### src/rtl/bit_sync_filter_if.sv
// bit_sync_filter_if: raw async levels in, filtered levels and edge strobes out.
interface bit_sync_filter_if #(parameter int WIDTH = 4);
  logic [WIDTH-1:0] raw;
  logic [WIDTH-1:0] sync;
  logic [WIDTH-1:0] rise;
  logic [WIDTH-1:0] fall;
  logic             any_edge;
  modport master (output raw, input sync, rise, fall, any_edge);
  modport slave  (input raw, output sync, rise, fall, any_edge);
endinterface

### src/rtl/bit_sync_filter.sv
// bit_sync_filter: per-channel synchronizer + stability filter + edge strobes.
// Edge registers are built only when BIT_SYNC_EDGE_DET_EN is defined; otherwise tied to 0.
module bit_sync_filter #(
  parameter int WIDTH      = 4,
  parameter int STAGES     = 2,
  parameter int FILTER_LEN = 3,
  localparam int CNT_W     = $clog2(FILTER_LEN + 1)
) (
  input logic clk,
  input logic rst_n,
  bit_sync_filter_if.slave bus
);
  logic [WIDTH-1:0] filt;
  logic [WIDTH-1:0] upd;
  for (genvar i = 0; i < WIDTH; i++) begin : g_ch
    logic [STAGES-1:0] ff;
    logic [CNT_W-1:0]  cnt;
    logic              f;
    // A level is accepted once it differs from f on FILTER_LEN consecutive edges.
    assign upd[i]  = (ff[STAGES-1] != f) && (cnt == CNT_W'(FILTER_LEN - 1));
    assign filt[i] = f;
    always_ff @(posedge clk or negedge rst_n)
      if (!rst_n) begin
        ff  <= '0;
        cnt <= '0;
        f   <= 1'b0;
      end else begin
        ff  <= {ff[STAGES-2:0], bus.raw[i]};
        cnt <= (ff[STAGES-1] == f || upd[i]) ? '0 : cnt + CNT_W'(1);
        f   <= upd[i] ? ff[STAGES-1] : f;
      end
  end
  assign bus.sync = filt;
`ifdef BIT_SYNC_EDGE_DET_EN
  // On an update the new level is always the complement of the current one.
  always_ff @(posedge clk or negedge rst_n)
    if (!rst_n) begin
      bus.rise     <= '0;
      bus.fall     <= '0;
      bus.any_edge <= 1'b0;
    end else begin
      bus.rise     <= upd & ~filt;
      bus.fall     <= upd & filt;
      bus.any_edge <= |upd;
    end
`else
  assign bus.rise     = '0;
  assign bus.fall     = '0;
  assign bus.any_edge = 1'b0;
`endif
endmodule

### src/flat_wrapper.sv
// flat-port wrapper written by rule: the top's interface ports become plain ports
module bit_sync_filter_flat 
#(
  parameter int WIDTH      = 4,
  parameter int STAGES     = 2,
  parameter int FILTER_LEN = 3,
  localparam int CNT_W     = $clog2(FILTER_LEN + 1)
)
  (clk, rst_n, bus_raw, bus_sync, bus_rise, bus_fall, bus_any_edge);
  bit_sync_filter_if #(.WIDTH(WIDTH)) bus_i ();
  input logic clk;
  input logic rst_n;
  input wire logic [$bits(bus_i.raw)-1:0] bus_raw;
  output wire logic [$bits(bus_i.sync)-1:0] bus_sync;
  output wire logic [$bits(bus_i.rise)-1:0] bus_rise;
  output wire logic [$bits(bus_i.fall)-1:0] bus_fall;
  output wire logic [$bits(bus_i.any_edge)-1:0] bus_any_edge;
  assign bus_i.raw = bus_raw;
  assign bus_sync = bus_i.sync;
  assign bus_rise = bus_i.rise;
  assign bus_fall = bus_i.fall;
  assign bus_any_edge = bus_i.any_edge;
  bit_sync_filter #(.WIDTH(WIDTH), .STAGES(STAGES), .FILTER_LEN(FILTER_LEN)) u_core (.clk(clk), .rst_n(rst_n), .bus(bus_i));
endmodule
### config.mk
export PLATFORM = sky130hd
export DESIGN_NAME = bit_sync_filter_flat
export DESIGN_NICKNAME = d
export VERILOG_FILES = /design/src/rtl/bit_sync_filter_if.sv /design/src/rtl/bit_sync_filter.sv /design/src/flat_wrapper.sv
export SDC_FILE = /design/constraint.sdc
export NUM_CORES = 1
export LEC_CHECK = 0
export BUFFER_PORTS_ARGS = -buffer_cell sky130_fd_sc_hd__buf_4
export CAP_MARGIN = 5
export CORE_AREA = 2 2 42 44
export CTS_CLUSTER_SIZE = 40
export DETAILED_ROUTE_END_ITERATION = 7
export DIE_AREA = 0 0 44 46
export MAX_ROUTING_LAYER = met4
export PLACE_DENSITY = 0.76
export SLEW_MARGIN = 0
export SYNTH_ARGS = -nofsm -noshare
export SYNTH_HDL_FRONTEND = slang
export SYNTH_SLANG_ARGS = --single-unit
### constraint.sdc
create_clock -name clk -period 2.1 [get_ports clk]
set_clock_uncertainty 0.1 [all_clocks]
set_input_delay 0 -clock clk [delete_from_list [all_inputs] [get_ports clk]]
set_output_delay 0 -clock clk [all_outputs]
set_load 0.005 [all_outputs]
-- After elaboration in Yosys (flattened, before gate mapping)
Cells that the tools add are included.
- flip-flop bits (word level): 20
- bits of input ports: 6
- output and inout port bits: 13
- word-level logic and storage cells: 40
- add/subtract/negate cells: 4
- equal/unequal tests: 12
- mux-type cells: 4
- reduce and logical (&&, ||, !) cells: 8
- operators with widths (cell ; number):
    $add 2x1->2 const B ; 4
    $eq 2x2->1 const B ; 4
    $mux 2 ; 4
    $eq 1x1->1 ; 4
    $logic_and 1x1->1 ; 4
    $logic_or 1x1->1 ; 4
    $ne 1x1->1 ; 4

-- Depth between registers and ports, before layout
Gate-level depths: netlist of run 1.
- word-level depth: 4
- depth in mapped cells: 3

-- Worst setup path before layout of run 1
Ideal clock, no wire load.
- kind: reg2reg
- from: reg u_core.g_ch[3].cnt[0]
- to: reg u_core.g_ch[3].f
- arrival time: 889 ps
- path slack: 984 ps
- cell stages (with the launch flop): 4
- buffers on the path: 0
- clock period less this slack: 1116 ps
- cell sequence: dfrtp_1 inv_1 ha_1 mux2_1
- cells in the longest elaborated chain, start to end: 2
- ends and longest elaborated chain (what ; RTL line ; text):
    start, declared ; bit_sync_filter.sv:17 ; logic [CNT_W-1:0] cnt;
    start signal, assigned ; bit_sync_filter.sv:29 ; cnt <= (ff[STAGES-1] == f || upd[i]) ? '0 : cnt + CNT_W'(1);
    $eq 2x2->1 ; bit_sync_filter.sv:20 ; assign upd[i] = (ff[STAGES-1] != f) && (cnt == CNT_W'(FILTER_LEN - 1));
    $logic_and 1x1->1 ; bit_sync_filter.sv:20 ;
    end signal, assigned ; bit_sync_filter.sv:30 ; f <= upd[i] ? ff[STAGES-1] : f;
    end, declared ; bit_sync_filter.sv:18 ; logic f;
No other way between the ends.
A chain may end at the register's enable or synchronous reset.

==> Flow_metrics.wiki, run 1 <==
{| class="wikitable"
! Metric !! Value
|-
| Dominant combinational cell family by area after synthesis || buffers and inverters
|-
| Category of the most critical setup path || primary input to asynchronous set/reset pin
|-
| Compound-Gate Fraction of Synth Area || 0%
|-
| Chip Height || between 40 and 50 um
|-
| Share of the synthesized netlist area taken by xor and xnor gates || 4.45%
|-
| Sequential Area || 500 sq um
|-
| CP dominant cell by count || dlygate4sd3_1
|-
| Area Overhead vs Synth || 18.3%
|-
| Share of synthesized cell area in full adder, half adder and majority cells || between 6 and 7%
|-
| Chain of cells forming the critical path || dlygate4sd3_1 > dlygate4sd3_1 > buf_4 > dlygate4sd3_1
|-
| Maximum capacitance violations || 0
|-
| Hold Path Cell Cnt || 0
|-
| DR vias/cell || between 4 and 5
|-
| Main area contributors after synthesis || dfrtp_1 (64%), buf_4 (12%), ha_1 (6.4%)
|-
| Wirelength, routed || ~950 um
|-
| Antenna Diode Count || 0
|-
| Vias in the first global route || about 370
|-
| Cell family with most CP delay || buffers and inverters
|-
| Synth warnings || 0
|-
| Final-layout fill cell count || 134
|-
| Worst-path clk slew || between 0.1 and 0.15 ns
|-
| Delay of the slowest cell on the worst path || 0.89 ns
|-
| Die area || just over 0.002 sq mm
|-
| DRC marker count from the first detailed-route iteration || 1
|-
| Share of the synthesized area in the top cell type || 63.6%
|-
| Hold Crit Start || u_core.g_ch[0].ff[0]$_DFF_PN0_
|-
| Post-route fraction of the period consumed by the critical path || a little under nine tenths
|-
| Max rail drop VDD || around 0.00084 V
|-
| Sink of the worst hold path || u_core.g_ch[0].ff[1]$_DFF_PN0_
|-
| Proportion of synthesized area in mux cells || 5.72%
|-
| Number of buffers on the longest clock path || 2
|-
| Placer's final routability congestion estimate || slightly below 0.7
|-
| Worst reg2reg path startpoint || u_core.g_ch[0].cnt[0]$_DFF_PN0_
|-
| Setup TNS Final || 0 ns
|-
| Largest net degree at the start of global routing || 13
|-
| Leakage || between 0.0004 and 0.0005 uW
|-
| Die Width || between 40 and 50 um
|-
| Final routed DRC violation total || 0
|-
| Maximum fanout along the worst path || 12
|-
| Average detailed-routed wire length per instance || ~11 um
|-
| Result of the run || finished clean
|-
| Share of synthesized cell area in and, or, nand and nor gates || under 10%
|-
| Number of setup buffers added after CTS || 0
|-
| Antenna violations before repair || 0
|-
| Final-report hold violation count || 0
|-
| Tmin final || 1.79 ns
|-
| Buffering stage count on the worst path with inverters included || 4
|-
| Total core area || between 0.0015 and 0.002 sq mm
|-
| GRT Resource Usage Total || between 10% and 20%
|-
| RSZ-0062 raised after global routing || false
|-
| Number of endpoints failing setup at the final stage || 0
|-
| Mean post-synth cell area || 13.6 sq um
|-
| R2r endpoint || u_core.g_ch[0].f$_DFFE_PN0P_
|-
| Crit-path slowest cell || dlygate4sd3_1
|-
| Cell count after synthesis || 58
|-
| DR pass1 iterations || 2
|-
| Setup slack, reg-to-reg || approximately 0.92 ns
|-
| CP Data Required Time || 2.44 ns
|-
| Library cells used by synthesis || 8
|-
| Fmax achieved || between 500 and 600 MHz
|-
| Arrival time of data at the critical path endpoint || about 2.1 ns
|-
| Final cell count without fillers || 90
|-
| Wire length of the first global-routing pass || 1.63 mm
|-
| Register-to-Register Path Depth || 3
|-
| Pin slew with the least headroom to its limit || approximately 0.50 ns
|-
| Remaining global-route overflow || 0
|-
| Area of the mapped netlist || between 700 and 800 sq um
|-
| Number of buffers inserted during clock tree synthesis || 3
|-
| Worst hold path class || flop to flop
|-
| Critical Path Sink Type || asynchronous set/reset pin
|-
| Vias after detailed routing || a little under 400
|-
| Power per cell area || between 1000 and 1500 mW/mm^2
|-
| Clock latency at the later pin of the worst-skew pair || around 0.31 ns
|-
| Count of standard-cell rows || 15
|-
| Maximum level of the CTS H-tree || 1
|-
| Root buffer cell || clkbuf_4
|-
| Number of slew-limit violations in the final report || 0
|-
| Number of cells in the design after placement || between 70 and 80
|-
| TritonCTS clock tree || built
|-
| Antenna-violating nets left || 0
|-
| Launching element type of the critical path || primary input
|-
| Placed wire-length estimate after detailed placement || ~600 um
|-
| Initial standard-cell utilization of the core || 48.8%
|-
| Post-synthesis sequential area ratio || ~64%
|-
| Number of sinks handled by clock tree synthesis || 20
|-
| Count of buffers inserted at the top-level ports || 9
|-
| Net total in the final layout || 84
|-
| Multi-input gate area in the final layout || ~200 sq um
|-
| Yosys reg bits || 20
|-
| Library cell occupying the most area in the post-synthesis netlist || dfrtp_1
|-
| Normalized max-slew margin || between 60% and 70%
|-
| I/O pin count || 19
|-
| Fraction of layout cells with a size suffix above 1 || 17.8%
|}
## report_power, final
| part | internal (uW) | switching (uW) | total (uW) |
|---|---|---|---|
| logic | 169 | 121 | 289 |
| registers | 491 | 65.3 | 556 |
| clock network | 193 | 116 | 309 |
## Yosys cell counts
cell      n
dfrtp_1  20
xnor2_1   4
buf_4    13
mux2_1    4
nor3_1    8
inv_1     4
ha_1      4
conb_1    1
## registers in the layout (all words and copies together) (netlist names)
| register | flops |
|---|---|
| u_core.g_ch.cnt | 8 |
| u_core.g_ch.ff | 8 |
| u_core.g_ch.f | 4 |
## per-layer routing
metal	global-route usage, %	share of wire [%]	up-vias
met5	-	0	-
met1	14.7	47	180
met2	16.2	43	13
li1	-	-	196
met4	10.9	3.7	0
met3	7.14	6.6	5
## cells in the final DEF (no fill, tap or decap), drive strengths merged
cell type and count:
clkbuf 3, ha 4, nor3 8, conb 9, dfrtp 20, bufinv 1, dlygate4sd3 7, inv 4
buf 9, xnor2 4, mux2 4
## logic make-up after synthesis
| logic type | Yosys count |
|---|---|
| flip-flops | 20 |
| adder cells (fa/ha/maj) | 4 |
| AND/OR/NAND/NOR | 8 |
| multiplexers | 4 |
| other | 1 |
| XOR/XNOR | 4 |
| buffers and inverters | 17 |
## repair_timing
action,CTS,global route
gates resized for setup,0,0
endpoints found under the hold margin,24,0
hold buffers,7,0
## how the worst max path moves through the flow
stage                                         start                         endpoint  cells past startpoint
CTS                                           rst_n     u_core.g_ch[3].f$_DFFE_PN0P_                      4
finish                                        rst_n     u_core.g_ch[3].f$_DFFE_PN0P_                      4
global placement    u_core.g_ch[0].cnt[0]$_DFF_PN0_     u_core.g_ch[0].f$_DFFE_PN0P_                      3
global route                                  rst_n  u_core.g_ch[0].cnt[1]$_DFF_PN0_                      4
floorplan           u_core.g_ch[3].cnt[0]$_DFF_PN0_     u_core.g_ch[3].f$_DFFE_PN0P_                      3
detailed placement  u_core.g_ch[0].cnt[0]$_DFF_PN0_     u_core.g_ch[0].f$_DFFE_PN0P_                      3
## final cells by class
| cell class | instances | area share, % |
|---|---|---|
| clock inverters | 1 | 3.23 |
| multi-input cells | 29 | 21.9 |
| repair buffers | 16 | 14.8 |
| flip-flops and latches | 20 | 53.8 |
| clock buffers | 3 | 2.42 |
| inverters | 4 | 1.61 |
| well taps | 17 | 2.28 |
## metrics by stage
stage                     area (sq um)  setup slack (ns)  hold slack [ns]  utilization, %  power [uW]
after floorplan                    817             0.984           -0.396               -         800
after global placement             808             0.947           -0.215            50.1         833
after detailed placement           808             0.920           -0.215            50.1         852
after CTS                          931             0.268            0.236            57.7        1170
after global routing               931             0.122            0.236            57.7        1240
final                              931             0.310            0.239            57.7        1150
(Power assumes the default switching activity.)
==> run 2: changes to the inputs <==
- ABC_AREA: default -> 1
- PLACE_DENSITY: 0.76 -> 0.78
==> Flow_metrics.wiki, run 2 <==
{| class="wikitable"
! Metric !! Value
|-
| Crit-path slowest cell || dlygate4sd3_1 (unchanged)
|-
| Area of the mapped netlist || 812 sq um (was 787 sq um)
|-
| Commonest cells post-synth || dfrtp_1 (20), nand2_1 (20), buf_4 (13) (was dfrtp_1 (20), buf_4 (13), nor3_1 (8))
|-
| Antenna violations before repair || 0 (unchanged)
|-
| Fraction of layout cells with a size suffix above 1 || 14.1% (was 17.8%)
|-
| Synth warnings || 0 (unchanged)
|-
| Vias in the first global route || 403 (was 365)
|-
| Category of the most critical setup path || primary input to asynchronous set/reset pin (unchanged)
|-
| Most frequent cells in the layout || nand2_1 (20), dfrtp_1 (20), conb_1 (9), buf_4 (9) (was dfrtp_1 (20), conb_1 (9), buf_4 (9))
|-
| Async set-reset flop share out of synthesis || 100% (unchanged)
|-
| Tmin final || 1.50 ns (was 1.79 ns)
|-
| GRT Resource Usage Total || 11.5% (was 12.9%)
|-
| Delay of the slowest cell on the worst path || 1.11 ns (was 0.89 ns)
|-
| PnR worst setup slack || 0.601 ns (was 0.310 ns)
|-
| Library cells used by synthesis || 8 (unchanged)
|-
| Remaining global-route overflow || 0 (unchanged)
|-
| Worst hold path class || primary input to flop (was flop to flop)
|-
| Number of endpoints failing setup at the final stage || 0 (unchanged)
|-
| Mean post-synth cell area || 10.4 sq um (was 13.6 sq um)
|-
| Cell family with most CP delay || buffers and inverters (unchanged)
|-
| Maximum level of the CTS H-tree || 1 (unchanged)
|-
| Maximum capacitance violations || 0 (unchanged)
|-
| Power per cell area || 1220 mW/mm^2 (was 1240 mW/mm^2)
|-
| Yosys reg bits || 20 (unchanged)
|-
| Share of the synthesized area in the top cell type || 61.6% (was 63.6%)
|-
| Antenna-violating nets left || 0 (unchanged)
|-
| Net total in the final layout || 103 (was 84)
|-
| Worst slack, placed || 1.04 ns (was 0.920 ns)
|-
| Number of slew-limit violations in the final report || 0 (unchanged)
|-
| Setup TNS Final || 0 ns (unchanged)
|-
| Number of setup buffers added after CTS || 0 (unchanged)
|-
| Count of buffers inserted at the top-level ports || 9 (unchanged)
|-
| Number of synthesized flops with an enable pin || 0 (unchanged)
|-
| Placed wire-length estimate after detailed placement || 748 um (was 612 um)
|-
| Max rail drop VDD || 0.000688 V (was 0.000844 V)
|-
| Die area || 0.00202 sq mm (unchanged)
|-
| Antenna Diode Count || 0 (unchanged)
|-
| Leakage || 0.000505 uW (was 0.000453 uW)
|-
| Pin slew with the least headroom to its limit || 0.858 ns (was 0.502 ns)
|-
| Total Power || 1160 uW (was 1150 uW)
|-
| Launching element type of the critical path || primary input (unchanged)
|-
| Number of sinks handled by clock tree synthesis || 20 (unchanged)
|-
| Maximum fanout along the worst path || 20 (was 12)
|-
| Root buffer cell || clkbuf_4 (unchanged)
|-
| Biggest registers after layout || u_core.g_ch.cnt x8, u_core.g_ch.ff x8, u_core.g_ch.f x4 (unchanged)
|-
| CP Data Required Time || 2.33 ns (was 2.44 ns)
|-
| Final-report hold violation count || 0 (unchanged)
|-
| Count of standard-cell rows || 15 (unchanged)
|-
| Vias after detailed routing || 485 (was 394)
|-
| DRC marker count from the first detailed-route iteration || 3 (was 1)
|-
| Result of the run || finished clean (unchanged)
|-
| Cell count after synthesis || 78 (was 58)
|-
| Library cell occupying the most area in the post-synthesis netlist || dfrtp_1 (unchanged)
|-
| Total core area || 0.00161 sq mm (unchanged)
|-
| Chip Height || 46 um (unchanged)
|-
| DR vias/cell || 4.45 (was 4.38)
|-
| Worst-path clk slew || 0.11 ns (was 0.12 ns)
|-
| DR pass1 iterations || 4 (was 2)
|-
| Largest net degree at the start of global routing || 21 (was 13)
|-
| Chain of cells forming the critical path || dlygate4sd3_1 > buf_4 > dlygate4sd3_1 (was dlygate4sd3_1 > dlygate4sd3_1 > buf_4 > dlygate4sd3_1)
|-
| Number of buffers on the longest clock path || 2 (unchanged)
|-
| Final routed DRC violation total || 0 (unchanged)
|-
| Post-synthesis sequential area ratio || 61.6% (was 63.6%)
|-
| TritonCTS clock tree || built (unchanged)
|-
| I/O pin count || 19 (unchanged)
|-
| Initial standard-cell utilization of the core || 50.3% (was 48.8%)
|-
| Wire length of the first global-routing pass || 1.54 mm (was 1.63 mm)
|-
| RSZ-0062 raised after global routing || false (unchanged)
|-
| Main area contributors after synthesis || dfrtp_1 (62%), buf_4 (12%), nand2_1 (9.2%) (was dfrtp_1 (64%), buf_4 (12%), ha_1 (6.4%))
|-
| Area Overhead vs Synth || 16.5% (was 18.3%)
|-
| Clock latency at the later pin of the worst-skew pair || 0.29 ns (was 0.31 ns)
|-
| Number of buffers inserted during clock tree synthesis || 3 (unchanged)
|-
| Wirelength, routed || 990 um (was 950 um)
|-
| Critical Path Sink Type || asynchronous set/reset pin (unchanged)
|-
| Dominant synthesized flop cell || dfrtp_1 (unchanged)
|-
| Die Width || 44 um (unchanged)
|-
| Placer's final routability congestion estimate || 0.655 (was 0.681)
|-
| Average detailed-routed wire length per instance || 9.08 um (was 10.6 um)
|-
| Post-route fraction of the period consumed by the critical path || 71.4% (was 85.2%)
|-
| CP dominant cell by count || dlygate4sd3_1 (unchanged)
|-
| Normalized max-slew margin || 42.6% (was 66.4%)
|-
| Fmax achieved || 667 MHz (was 559 MHz)
|-
| Buffering stage count on the worst path with inverters included || 3 (was 4)
|-
| Arrival time of data at the critical path endpoint || 1.73 ns (was 2.13 ns)
|}
==> run 2: cell count changes after synthesis <==
cell,change
inv_1,+4
mux2_1,-4
xnor2_1,-4
nor2_1,+4
nand2_1,+20
==> run 2: kinds of logic (layout without fill, tap and decap cells) <==
group	count (synthesis)	in the layout	share of synthesized area, %
other	1	9	0.462
adder cells (fa/ha/maj)	4	4	6.16
AND/OR/NAND/NOR	32	32	16.0
flip-flops	20	20	61.6
buffers and inverters	21	27	15.7
==> run 2: layout make-up <==
type / instances / area, sq um
fillers: 144 / 668
clock buffers: 3 / 22.5
inverters: 8 / 30.0
well taps: 17 / 21.3
repair buffers: 15 / 128
multi-input cells: 45 / 214
clock inverters: 1 / 30.0
flip-flops and latches: 20 / 500
==> run 2: path summary, 6_finish.rpt <==
path | from | cells past startpoint | end | slack, ns
worst min-delay path | bus_raw[3] | 2 | u_core.g_ch[3].ff[0]$_DFF_PN0_ | 0.24
min in group asynchronous | rst_n | 3 | u_core.g_ch[2].f$_DFFE_PN0P_ | 0.78
max in group clk | u_core.g_ch[0].cnt[0]$_DFF_PN0_ | 5 | u_core.g_ch[0].cnt[1]$_DFF_PN0_ | 1.02
worst max register to register | u_core.g_ch[0].cnt[0]$_DFF_PN0_ | 5 | u_core.g_ch[0].cnt[1]$_DFF_PN0_ | 1.02
worst min register to register | u_core.g_ch[1].ff[0]$_DFF_PN0_ | 0 | u_core.g_ch[1].ff[1]$_DFF_PN0_ | 0.26
worst max-delay path | rst_n | 3 | u_core.g_ch[3].cnt[0]$_DFF_PN0_ | 0.60
==> run 2: worst reg2reg max path: cells and delay by family, from the launching register on <==
kind          cells  cell delay (ns)
flops             1             0.36
fa+ha+maj         1             0.20
simple gates      2             0.22
buf+inv           2             0.13
==> run 2: layer usage <==
layer / wire [um] / GRT usage, %
met5: 0 / -
met4: 0 / 9.09
met3: 57 / 3.57
met2: 487 / 17.4
met1: 446 / 12.7
==> run 2: power by group <==
group,internal (uW),switching [uW]
Clock,193,113
Sequential,489,62.9
Combinational,148,149
==> run 2: metrics by stage <==
stage | instance area (sq um) | hold WS, ns | std cells | util (%)
detailed placement | 833 | -0.211 | 99 | 51.6
CTS | 946 | 0.219 | 109 | 58.6
floorplan | 842 | -0.396 | 86 | -
global route | 946 | 0.227 | 109 | 58.6
finish | 946 | 0.238 | 109 | 58.6
global placement | 833 | -0.215 | 99 | 51.6
==> run 2: repair_timing <==
action / 4_1_cts / 5_1_grt
resized for setup: 0 / 0
hold buffers: 6 / 0
endpoints found under the hold margin: 24 / 0
==> run 3: changes to the inputs <==
- ABC_AREA: 1 -> 0
- CORE_AREA: 2 2 42 44 -> 2 2 43 45
- DIE_AREA: 0 0 44 46 -> 0 0 45 47
- PLACE_DENSITY: 0.78 -> 0.73
- clock period: 2.1 -> 1.46 ns (I/O delays scaled with it)
==> Flow_metrics.wiki, run 3 (synthesis results as in run 1) <==
{| class="wikitable"
! Metric !! Value
|-
| Result of the run || finished with violations (was finished clean)
|-
| Violations in the final reports || negative hold slack
|-
| Cell family with most CP delay || flip-flops (was buffers and inverters)
|-
| Antenna-violating nets left || 0 (unchanged)
|-
| Largest net degree at the start of global routing || 20 (was 21)
|-
| Die Width || 45 um (was 44 um)
|-
| Number of buffers on the longest clock path || 2 (unchanged)
|-
| Vias in the first global route || 353 (was 403)
|-
| Maximum capacitance violations || 0 (unchanged)
|-
| DR pass1 iterations || 2 (was 4)
|-
| Category of the most critical setup path || flop to flop (was primary input to asynchronous set/reset pin)
|-
| Setup slack, reg-to-reg || 0.27 ns (was 1.02 ns)
|-
| Launching element type of the critical path || flop (was primary input)
|-
| Number of sinks handled by clock tree synthesis || 20 (unchanged)
|-
| Wire length of the first global-routing pass || 1.44 mm (was 1.54 mm)
|-
| Area Overhead vs Synth || 14.9% (was 16.5%)
|-
| Antenna Diode Count || 0 (unchanged)
|-
| Chip Height || 47 um (was 46 um)
|-
| Placer's final routability congestion estimate || 0.581 (was 0.655)
|-
| Worst reg2reg path startpoint || u_core.g_ch[1].cnt[0]$_DFF_PN0_ (was u_core.g_ch[0].cnt[0]$_DFF_PN0_)
|-
| Tmin final || 1.19 ns
|-
| Initial standard-cell utilization of the core || 47.7% (was 50.3%)
|-
| Worst slack, placed || 0.270 ns (was 1.04 ns)
|-
| Power per cell area || 1690 mW/mm^2 (was 1220 mW/mm^2)
|-
| Worst hold path class || primary input to asynchronous set/reset pin (was primary input to flop)
|-
| Number of slew-limit violations in the final report || 0 (unchanged)
|-
| Root buffer cell || clkbuf_4 (unchanged)
|-
| CP Data Required Time || 1.55 ns (was 2.33 ns)
|-
| Total core area || 0.00165 sq mm (was 0.00161 sq mm)
|-
| Placed wire-length estimate after detailed placement || 642 um (was 748 um)
|-
| Total Power || 1530 uW (was 1160 uW)
|-
| Max rail drop VDD || 0.00117 V (was 0.000688 V)
|-
| Final routed DRC violation total || 0 (unchanged)
|-
| Die area || 0.00212 sq mm (was 0.00202 sq mm)
|-
| Worst-path clk slew || 0.11 ns (about the same)
|-
| Critical Path Sink Type || flop (was asynchronous set/reset pin)
|-
| Final cell count without fillers || 89 (was 109)
|-
| I/O pin count || 19 (unchanged)
|-
| Biggest registers after layout || u_core.g_ch.cnt x8, u_core.g_ch.ff x8, u_core.g_ch.f x4 (unchanged)
|-
| Leakage || 0.000442 uW (was 0.000505 uW)
|-
| Number of buffers inserted during clock tree synthesis || 3 (unchanged)
|-
| Remaining global-route overflow || 0 (unchanged)
|-
| GRT Resource Usage Total || 10.7% (was 11.5%)
|-
| Antenna violations before repair || 0 (unchanged)
|-
| RSZ-0062 raised after global routing || false (unchanged)
|-
| Most frequent cells in the layout || dfrtp_1 (20), conb_1 (9), buf_4 (9) (was nand2_1 (20), dfrtp_1 (20), conb_1 (9), buf_4 (9))
|-
| Post-route fraction of the period consumed by the critical path || 81.5%
|-
| Average detailed-routed wire length per instance || 10.1 um (was 9.08 um)
|-
| TritonCTS clock tree || built (unchanged)
|-
| Count of buffers inserted at the top-level ports || 9 (unchanged)
|-
| Buffering stage count on the worst path with inverters included || 1 (was 3)
|-
| Net total in the final layout || 83 (was 103)
|-
| Wirelength, routed || 899 um (was 990 um)
|-
| Number of setup buffers added after CTS || 0 (unchanged)
|-
| Number of cells in the design after placement || 79 (was 99)
|-
| Delay of the slowest cell on the worst path || 0.39 ns (was 1.11 ns)
|-
| R2r endpoint || u_core.g_ch[1].f$_DFFE_PN0P_ (was u_core.g_ch[0].cnt[1]$_DFF_PN0_)
|-
| DRC marker count from the first detailed-route iteration || 1 (was 3)
|-
| Endpoint of the worst setup timing path || u_core.g_ch[1].f$_DFFE_PN0P_ (was u_core.g_ch[3].cnt[0]$_DFF_PN0_)
|-
| Crit-path slowest cell || dfrtp_1 (was dlygate4sd3_1)
|-
| Setup TNS Final || 0 ns (unchanged)
|-
| Clock latency at the later pin of the worst-skew pair || 0.30 ns (was 0.29 ns)
|-
| Maximum fanout along the worst path || 3 (was 20)
|-
| Maximum level of the CTS H-tree || 1 (unchanged)
|-
| Most frequent standard cell in the layout excluding fill and tap cells || dfrtp_1
|-
| Fraction of layout cells with a size suffix above 1 || 18.1% (was 14.1%)
|-
| Worst hold slack after final layout || -0.00293 ns (was 0.238 ns)
|-
| Setup crit start || u_core.g_ch[1].cnt[0]$_DFF_PN0_ (was rst_n)
|-
| Final-report hold violation count || 7 (was 0)
|-
| PnR worst setup slack || 0.271 ns (was 0.601 ns)
|-
| Logic depth of the worst setup path including buffers || 3 (unchanged)
|-
| Count of standard-cell rows || 15 (unchanged)
|-
| Number of endpoints failing setup at the final stage || 0 (unchanged)
|-
| Chain of cells forming the critical path || inv_1 > ha_1 > mux2_1 (was dlygate4sd3_1 > buf_4 > dlygate4sd3_1)
|-
| Fmax achieved || 841 MHz
|-
| Arrival time of data at the critical path endpoint || 1.28 ns (was 1.73 ns)
|-
| Vias after detailed routing || 399 (was 485)
|-
| DR vias/cell || 4.48 (was 4.45)
|-
| Register-to-Register Path Depth || 3 (was 5)
|}
run 3: layout make-up:
cell class,instances,area (sq um)
clock buffers,4,36.3
fillers,146,747
inverters,4,15.0
multi-input cells,29,204
flip-flops and latches,20,500
well taps,17,21.3
repair buffers,15,128
run 3: where the power goes:
group	switching, uW	internal, uW	leakage (uW)
logic	178	242	0.000177
clock network	160	152	0.0000210
registers	88.6	706	0.000244
total	426	1100	0.000442
run 3: worst min-delay path by stage:
stage	start	endpoint	slack [ns]
after floorplan	rst_n	u_core.g_ch[0].cnt[0]$_DFF_PN0_	-0.40
final	rst_n	u_core.g_ch[1].cnt[0]$_DFF_PN0_	-0.003
after global routing	rst_n	u_core.g_ch[1].ff[1]$_DFF_PN0_	0.004
after global placement	rst_n	u_core.g_ch[2].cnt[1]$_DFF_PN0_	-0.22
after CTS	rst_n	u_core.g_ch[2].f$_DFFE_PN0P_	-0.006
after detailed placement	rst_n	u_core.g_ch[2].cnt[1]$_DFF_PN0_	-0.21
run 3: per-stage QoR:
stage	instance area, sq um	utilization (%)
after global routing	905	54.8
after global placement	808	48.9
after floorplan	817	-
final	905	54.8
after detailed placement	808	48.9
after CTS	905	54.8
run 3: worst register-to-register path, delay by kind of cell (launching register included):
kind,cells,cell delay (ns)
buf+inv,1,0.06
fa+ha+maj,1,0.19
flops,1,0.39
mux,1,0.33
run 3: routing by layer:
| layer | up-vias | global-route usage (%) | wire [um] |
|---|---|---|---|
| met4 | 0 | 5.29 | 10 |
| met3 | 2 | 6.92 | 66 |
| met5 | - | - | 0 |
| met2 | 12 | 16.3 | 477 |
| met1 | 193 | 10.6 | 344 |
| li1 | 192 | - | - |
run 3: timing repair:
item / in CTS / in global routing
gates resized for setup: 0 / 0
hold buffers: 6 / 0
hold endpoints to repair: 24 / 0
